## config.mk

```make
export PLATFORM = sky130hd
export DESIGN_NAME = mem_flash_loader
export DESIGN_NICKNAME = d
export VERILOG_FILES = /design/src/rtl/mem_loader_pkg.sv /design/src/rtl/byte_word_packer.sv /design/src/rtl/mem_flash_loader.sv
export SDC_FILE = /design/constraint.sdc
export NUM_CORES = 1
export LEC_CHECK = 0
export ABC_AREA = 1
export BUFFER_PORTS_ARGS = -buffer_cell sky130_fd_sc_hd__clkbuf_2
export CORE_AREA = 2 2 121 123
export CTS_BUF_LIST = sky130_fd_sc_hd__clkbuf_4 sky130_fd_sc_hd__clkbuf_8
export DETAILED_ROUTE_END_ITERATION = 7
export DIE_AREA = 0 0 123 125
export HOLD_SLACK_MARGIN = 0.1
export PLACE_DENSITY = 0.52
export SLEW_MARGIN = 5
export SYNTH_ARGS = -nofsm -noshare
export SYNTH_HDL_FRONTEND = slang
export SYNTH_SLANG_ARGS = --single-unit
```

## constraint.sdc

```tcl
create_clock -name clk -period 3.4 [get_ports clk]
set_input_delay 0.17 -clock clk [delete_from_list [all_inputs] [get_ports clk]]
set_output_delay 0.17 -clock clk [all_outputs]
set_load 0.05 [all_outputs]
```

## src/rtl/mem_loader_pkg.sv

```systemverilog
// rtl/mem_loader_pkg.sv - shared types and constants for the flash image loader
package mem_loader_pkg;

    typedef enum logic [2:0] {
        IDLE,
        RX_LEN,
        RX_WORD,
        WRITE,
        DONE,
        ERROR
    } loader_state_t;

    localparam int BYTES_PER_WORD = 4;

endpackage

```

## src/rtl/byte_word_packer.sv

```systemverilog
// rtl/byte_word_packer.sv - assembles little-endian bytes into one word
module byte_word_packer
    import mem_loader_pkg::*;
#(
    parameter int WIDTH = 32
) (
    input  logic             clk,
    input  logic             rst,
    input  logic             clear,
    input  logic             accept,
    input  logic [7:0]       in_data,
    output logic [WIDTH-1:0] word,
    output logic             word_complete
);

    logic [1:0]       byte_cnt;
    logic [WIDTH-1:0] shift_reg;

    // Bytes enter at the top and shift down, so after four shifts byte 0 sits in [7:0].
    // word already includes the byte being accepted this cycle.
    assign word          = {in_data, shift_reg[WIDTH-1:8]};
    assign word_complete = accept && (byte_cnt == 2'(BYTES_PER_WORD - 1));

    always_ff @(posedge clk or posedge rst) begin
        if (rst) begin
            byte_cnt  <= '0;
            shift_reg <= '0;
        end else if (clear) begin
            byte_cnt  <= '0;
        end else if (accept) begin
            byte_cnt  <= byte_cnt + 2'd1;
            shift_reg <= word;
        end
    end

endmodule

```

## src/rtl/mem_flash_loader.sv

```systemverilog
// rtl/mem_flash_loader.sv - streams a length-prefixed byte image into the memory flash port
module mem_flash_loader
    import mem_loader_pkg::*;
#(
    parameter int WIDTH      = 32,
    parameter int ADDR_WIDTH = 32,
    parameter int BASE_ADDR  = 0,
    parameter int MAX_WORDS  = 256
) (
    input  logic                  clk,
    input  logic                  rst,
    input  logic                  start,
    input  logic                  in_valid,
    input  logic [7:0]            in_data,
    output logic                  in_ready,
    output logic                  flash_en,
    output logic [ADDR_WIDTH-1:0] flash_addr,
    output logic [WIDTH-1:0]      flash_data,
    output logic                  busy,
    output logic                  done,
    output logic                  error
);

    localparam int IDXW = $clog2(MAX_WORDS + 1);

    loader_state_t   state, state_next;
    logic [IDXW-1:0] idx;
    logic [IDXW-1:0] n_words;
    logic [IDXW-1:0] idx_inc;
    logic [WIDTH-1:0] word;
    logic            word_complete;
    logic            accept;
    logic            start_load;

    assign in_ready   = (state == RX_LEN) || (state == RX_WORD);
    assign accept     = in_valid && in_ready;
    assign start_load = start && ((state == IDLE) || (state == DONE) || (state == ERROR));
    assign idx_inc    = idx + IDXW'(1);

    byte_word_packer #(.WIDTH(WIDTH)) u_packer (
        .clk           (clk),
        .rst           (rst),
        .clear         (start_load),
        .accept        (accept),
        .in_data       (in_data),
        .word          (word),
        .word_complete (word_complete)
    );

    always_ff @(posedge clk or posedge rst) begin
        if (rst) begin
            state <= IDLE;
        end else begin
            state <= state_next;
        end
    end

    always_comb begin
        state_next = state;
        busy       = 1'b0;
        done       = 1'b0;
        error      = 1'b0;
        case (state)
            IDLE: begin
                if (start) state_next = RX_LEN;
            end
            RX_LEN: begin
                busy = 1'b1;
                if (word_complete) begin
                    if (word == '0)                         state_next = DONE;
                    else if (word > WIDTH'(MAX_WORDS))      state_next = ERROR;
                    else                                    state_next = RX_WORD;
                end
            end
            RX_WORD: begin
                busy = 1'b1;
                if (word_complete) state_next = WRITE;
            end
            WRITE: begin
                busy       = 1'b1;
                state_next = (idx_inc == n_words) ? DONE : RX_WORD;
            end
            DONE: begin
                done = 1'b1;
                if (start) state_next = RX_LEN;
            end
            ERROR: begin
                error = 1'b1;
                if (start) state_next = RX_LEN;
            end
            default: state_next = IDLE;
        endcase
    end

    // Flash outputs are loaded on the edge that takes the last byte, so the strobe lines up
    // exactly with the WRITE state; address and data hold between strobes.
    always_ff @(posedge clk or posedge rst) begin
        if (rst) begin
            idx        <= '0;
            n_words    <= '0;
            flash_en   <= 1'b0;
            flash_addr <= '0;
            flash_data <= '0;
        end else begin
            flash_en <= 1'b0;
            if (start_load) begin
                idx <= '0;
            end
            if ((state == RX_LEN) && word_complete) begin
                n_words <= word[IDXW-1:0];
            end
            if ((state == RX_WORD) && word_complete) begin
                flash_en   <= 1'b1;
                flash_addr <= ADDR_WIDTH'(BASE_ADDR) + (ADDR_WIDTH'(idx) << 2);
                flash_data <= word;
            end
            if (state == WRITE) begin
                idx <= idx_inc;
            end
        end
    end

endmodule

```

==> results of run 1 <==
-- layout by cell type (no fill, tap or decap) --
cell,instances
nor2_4,1
inv_2,1
clkinvlp_4,2
nand4_1,7
mux2_1,13
o22ai_1,3
inv_6,1
ha_1,2
nor2_2,1
nor2_1,22
nor3_1,3
bufinv_16,1
nand3b_1,2
o21ai_0,39
inv_1,44
nor2_8,1
nand3_1,26
nand3_2,1
dlygate4sd3_1,9
conb_1,23
nand2_2,3
xnor2_1,1
or2_2,1
a21oi_1,1
nand2_1,135
clkbuf_2,57
clkinv_1,1
dfrtp_1,89
o21ai_1,1
buf_4,5
clkbuf_8,9
clkinv_2,1
clkbuf_4,2
o21a_1,28
-- where the power goes --
part	internal, W	leakage, nW	switching (W)
clock network	0.000355	0.0929	0.000372
registers	0.00125	1.20	0.000130
logic	0.000235	1.12	0.000653
total	0.00184	2.41	0.00116
-- critical path, delay by kind of cell (launching register included) --
kind / cells / cell delay, ps
compound gates: 1 / 110
simple gates: 3 / 800
flops: 1 / 390
buf+inv: 3 / 560
-- Yosys cell counts --
cell type	count	area share [%]
nor2_2	1	0.15
buf_2	6	0.73
nand2_2	3	0.45
nor2_1	22	2.0
o22ai_1	3	0.45
dfrtp_1	89	54
inv_1	45	4.1
nand3b_1	2	0.36
conb_1	1	0.091
nand4_1	7	1.1
xnor2_1	1	0.21
mux2_1	13	3.5
clkinv_1	1	0.091
buf_1	1	0.091
or2_2	1	0.15
nand3_1	26	3.2
ha_1	2	0.61
o21ai_0	39	4.7
nand2_1	135	12
nor2_4	1	0.27
nor2_8	1	0.49
clkbuf_1	4	0.36
a21oi_1	1	0.12
o21a_1	28	5.1
o21ai_1	1	0.12
buf_4	24	4.4
buf_6	1	0.27
inv_2	1	0.091
nor3_1	3	0.36
nand3_2	1	0.24
-- area by class of cell --
type / instances / area (sq um) / share of cell area [%]
well taps: 184 / 230 / 4.79
repair buffers: 71 / 413 / 8.59
multi-input cells: 314 / 1570 / 32.6
clock buffers: 11 / 139 / 2.89
clock inverters: 4 / 53.8 / 1.12
flip-flops and latches: 89 / 2230 / 46.3
inverters: 47 / 178 / 3.70
-- layer usage --
metal | global-route usage, % | vias to the layer above
met2 | 20.4 | 80
met1 | 16.4 | 1540
met3 | 4.43 | 5
met4 | 2.47 | 0
met5 | 0 | -
li1 | - | 1583
-- what timing repair did --
action,in CTS,in global routing
endpoints found under the hold margin,104,0
gates resized for setup,0,0
hold buffers,9,0
-- how the worst min path moves through the flow --
stage,startpoint,to,slack [ps],cells past startpoint
detailed placement,rst,flash_data[26],290,3
finish,start,state[1],220,4
global route,start,state[1],240,4
CTS,start,state[1],190,4
global placement,rst,flash_data[24],280,3
floorplan,in_data[2],u_packer.shift_reg[26],290,2
-- kinds of logic after synthesis --
kind of cell,synth area share (%)
and+or+nand+nor,21.0
DFF,54.0
buffers and inverters,10.1
AOI/OAI and AO/OA,10.5
muxes,3.55
adders and majority gates,0.606
other,0.0908
xor gates and xnor gates,0.212
-- metrics by stage --
| step | worst slack, ps | cells | area [sq um] | util, % |
|---|---|---|---|---|
| floorplan | 923 | 486 | 4210 | - |
| global placement | 1490 | 696 | 4520 | 31.9 |
| detailed placement | 1410 | 696 | 4520 | 31.9 |
| CTS | 1390 | 720 | 4810 | 33.8 |
| global route | 1150 | 720 | 4810 | 33.8 |
| finish | 1400 | 720 | 4810 | 33.8 |
==> impl_metrics.ini, run 1 <==
[status]
status = completed

[die]
core_area_sq_mm = 0.0142
initial_core_util_pct = 29.1
io-pin-count = 81
die_h_microns = 125
dieArea_sq_mm = 0.0154
die_x_microns = 123
rows = 44

[timing]
hold_viol_final = 0
min_period_ps = 2000
whs_ps = 222
report.final.slew_viol_count = 0
clock_skew_ps = 11.3
fin_crit_sh_pct = 59.0
max_slew_margin_pct = 53.4
finalSetupTns_ps = 0
setup_viol = 0
rsz0062_at_grt = false
max_clock_freq_mhz = 499
tightest_slew_ps = 699

[critical_path]
cp_slowest_stage_delay_ps = 390
reg2reg_slack_ps = 1400
worstReg2RegEnd = idx[6]
crit_start = state[0]
r2r_cells = 7
worst_ep_required_time_ps = 3630
crit_top_cell = inv_1
worst_ep_arrival_time_ps = 2240
worst_path_max_delay_cell = dfrtp_1
critPathLaunchType = register
r2r-start = state[0]
crit_path_cell_trace = inv_1 -> nor2_2 -> inv_1 -> nor2_1 -> clkinv_1 -> nand2_1 -> o22ai_1
endpoint = idx[6]
cp-end-kind = register
worstSetupPathType = reg2reg
crit_path_max_fanout = 9

[pwr]
power_leakage_nw = 2.41
power_w = 0.00300
pwr_density_cell_mw_per_mm2 = 624
vdd_drop_max_mv = 0.312

[detailed_routing]
wl_met2_microns = 4390
top_layer_used = met4
viasPerCell = 4.46
first_pass_iters = 5
drtAntennaViolNets = 0
drt-initial-drc-count = 263
m1WireLength_microns = 4120
drt_wl_total_microns = 9050
wl_per_cell_microns = 12.6
num_vias = 3208
drc_errors = 0
wl_met3_microns = 478

[global_route]
grt_pass1_vias = 3064
grt.total_usage_pct = 12.6
overflow = 0
grt_pass1_wl_microns = 15400
antenna_found_initial = 0
grt_max_degree = 55

[min_path]
hold_path.class = in2reg

[clocking]
path_clk_slew_ps = 80
cts_setup_buffers = 0
clock_latency_ps = 370
root_buffer = clkbuf_8
cts.sink_count = 89
numCtsBuffers = 9
cts_tree = yes
htreeDepth = 3
clock_path_buffers = 2

[placement]
gp_congestion = 0.835
io_buffer_count = 57
dp_hpwl_microns = 6570

[logic_synthesis]
synthCells = 464
netlist_area_sq_mm = 0.00413
synth-seq-area-share_pct = 54.0
syn-mean-instance-area_sq_um = 8.90
synth_cell_type_count = 30
ys_ff_latch = 89
synth_warnings = 0

[run]
drv_cap = 0

[finish]
drive_above_1_share_pct = 16.2
layout.nets = 546
largest_register_ffs = 32
area_growth_pct = 16.5
diodes = 0
num-fill-cells = 1515
Power figures use the tool's default switching activity.
==> inputs of run 2 (changes only) <==
ABC_AREA = 0   (was 1)
CORE_AREA = 2 2 120 122   (was 2 2 121 123)
DIE_AREA = 0 0 122 124   (was 0 0 123 125)
PLACE_DENSITY = 0.54   (was 0.52)
clock period = 1.68 ns   (was 3.4 ns; I/O delays follow)
==> run 2 against run 1 <==
The run now ends with setup timing left; first-iteration DRC count fell by 61%; clock skew fell by 1.4 ps; setup slack got worse by 1500 ps; sequential cell count unchanged; non-clock buffer count increased by 53; register-to-register slack worse by 1500 ps; power increased to 3.8 times the previous value; count of clock-buffer cells in the layout decreased by 1; area after synthesis is 0.73% lower; critical endpoint is now state[2]; largest cell class unchanged.
==> impl_metrics.ini, run 2 <==
[status]
status = finished, violations left
violations = setup timing

[placement]
dp_hpwl_microns = 6320
dp.cells = 591
io_buffer_count = 57
gp_congestion = 0.881

[finish]
drive_above_1_share_pct = 49.8
layout.nets = 457
num-fill-cells = 1347
largest_register_ffs = 32
mostFrequentLayoutCells = dfrtp_1, mux2_2, clkbuf_2, buf_4, conb_1
area_growth_pct = 32.0
fin_cells = 628
diodes = 0
layout_commonest_cell = dfrtp_1

[pwr]
vdd_drop_max_mv = 1.31
pwr_density_cell_mw_per_mm2 = 2100
power_leakage_nw = 2.58

[logic_synthesis]
synth_top_family_by_area = multiplexers
yosys.area_share.xor_xnor_pct = 2.99
synthMostInstantiatedCell = dfrtp_1
synthCells = 328
synth.mux.area_fraction_pct = 20.3
synth_top_area_cell = dfrtp_1
ys_top_cells_by_count = dfrtp_1, mux2_2, buf_4
syn-mean-instance-area_sq_um = 12.5
synth_cell_type_count = 42
synth_fa_ha_area_share_pct = 0.611
synth_warnings = 0
synth-seq-area-share_pct = 54.4
ys.flop_type = dfrtp_1
synth_top_area_share_pct = 54.4
synth.area.top_cells = dfrtp_1, mux2_2, buf_4
async_reset_ff_share_pct = 100
ys_ff_latch = 89
synthSimpleGateAreaFrac_pct = 9.34
synth_edf_count = 0
synth_compound_area_share_pct = 4.89
netlist_area_sq_mm = 0.00410

[clocking]
numCtsBuffers = 9
path_clk_slew_ps = 90
root_buffer = clkbuf_8
htreeDepth = 3
clock_path_buffers = 2
clock_latency_ps = 360
cts.sink_count = 89
cts_tree = yes

[critical_path]
critPathLaunchType = register
r2r-start = u_packer.shift_reg[12]
cp_num_buf_inv = 0
cp_top_family = simple AND/OR/NAND/NOR gates
cp-end-kind = register
r2r_cells = 5
worst_ep_arrival_time_ps = 2040
reg2reg_slack_ps = -110
worstReg2RegEnd = state[2]
worst_path_max_delay_cell = or4_4
worstSetupPathType = reg2reg
worst_ep_required_time_ps = 1930
crit_path_max_fanout = 2
crit_path_cell_trace = or4_4 -> o21a_4 -> nor4_4 -> o2bb2ai_1 -> a31o_1
cp_slowest_stage_delay_ps = 550

[timing]
setup_ws_ps = -111
max_clock_freq_mhz = 558
hold_viol_final = 0
whs_ps = 242
min_period_ps = 1790
setup_viol = 43
rsz0062_at_grt = true
fin_crit_sh_pct = 107
clock_skew_ps = 9.87
report.final.slew_viol_count = 0
finalSetupTns_ps = -2460
max_slew_margin_pct = 64.2
tightest_slew_ps = 535

[run]
drv_cap = 0

[die]
initial_core_util_pct = 29.9
rows = 43
die_x_microns = 122
core_area_sq_mm = 0.0137
die_h_microns = 124
dieArea_sq_mm = 0.0151
io-pin-count = 81

[global_route]
grt.total_usage_pct = 12.9
grt_pass1_vias = 2941
grt_pass1_wl_microns = 15100
grt_max_degree = 44
overflow = 0
antenna_found_initial = 0

[detailed_routing]
m1WireLength_microns = 4110
drc_errors = 0
viasPerCell = 4.60
wl_met2_microns = 4680
top_layer_used = met4
drt_wl_total_microns = 9410
wl_per_cell_microns = 15.0
num_vias = 2889
drt-initial-drc-count = 103
first_pass_iters = 4
drtAntennaViolNets = 0
wl_met3_microns = 509

[min_path]
holdPathStages = 4
min_to = state[2]
hold_path_startpoint = start
hold_path.class = in2reg
run 2: changes by cell type after synthesis, moves of 5 or more:
cell      previous run  this run
mux2_2               0        62
clkbuf_1             4         9
xnor2_1              1        10
nor4_1               0         8
nand2_1            135        10
o21ai_0             39        14
nor2_1              22         9
inv_1               45         5
nand3_1             26        13
o21a_1              28         1
run 2: power breakdown:
| part | internal, W | switching (W) |
|---|---|---|
| Clock | 0.000584 | 0.000795 |
| Sequential | 0.00313 | 0.000694 |
| Combinational | 0.00251 | 0.00365 |
| Total | 0.00622 | 0.00514 |
run 2: worst max-delay path by stage:
stage | startpoint | endpoint | slack, ps | cells after the start
floorplan | state[0] | flash_addr[6] | -30 | 5
global placement | u_packer.shift_reg[21] | state[2] | -50 | 5
detailed placement | u_packer.shift_reg[13] | state[2] | -120 | 5
CTS | u_packer.shift_reg[13] | state[0] | -80 | 5
global route | u_packer.shift_reg[12] | state[2] | -170 | 5
finish | u_packer.shift_reg[12] | state[2] | -110 | 5
run 2: cell type report:
type,instances,area [sq um],share of cell area [%]
Clock buffer,10,138,2.54
Clock inverter,6,41.3,0.763
Inverter,5,22.5,0.416
Multi-Input combinational cell,214,1810,33.4
Sequential cell,89,2230,41.2
Tap cell,180,225,4.16
Timing Repair Buffer,124,950,17.6
run 2: kinds of logic after synthesis:
kind of cell / count (synthesis)
and+or+nand+nor: 69
other: 1
buffers and inverters: 47
AOI/OAI and AO/OA: 32
xor gates and xnor gates: 14
muxes: 74
adders and majority gates: 2
DFF: 89
run 2: metal layers:
layer,global-route usage (%),vias to the layer above
met5,0,-
met4,4.31,0
met3,3.80,12
met2,21.8,76
met1,15.8,1451
li1,-,1350
run 2: worst min-delay path: stages:
cell and delay (ps):
clkbuf_2 110, nor3_1 70, o2bb2ai_1 120, a31o_1 180
run 2: metrics by stage:
| step | area, sq um | worst slack [ps] | util, % | total power (W) |
|---|---|---|---|---|
| 6_report | 5410 | -111 | 39.4 | 0.0114 |
| 5_1_grt | 5410 | -173 | 39.4 | 0.0121 |
| 4_1_cts | 5200 | -77.2 | 37.9 | 0.0111 |
| 3_5_place_dp | 4820 | -122 | 35.1 | 0.00955 |
| 3_3_place_gp | 4820 | -45.1 | 35.1 | 0.00947 |
| 2_1_floorplan | 4260 | -29.2 | - | 0.00799 |
run 2: timing repair:
action | CTS | global route
hold buffers | 10 | 0
buffers inserted | 4 | 2
endpoints found under the setup margin | 11 | 54
cloned | 1 | 4
pin swaps | 3 | 7
hold endpoints to repair | 38 | 0
resized for setup | 9 | 25
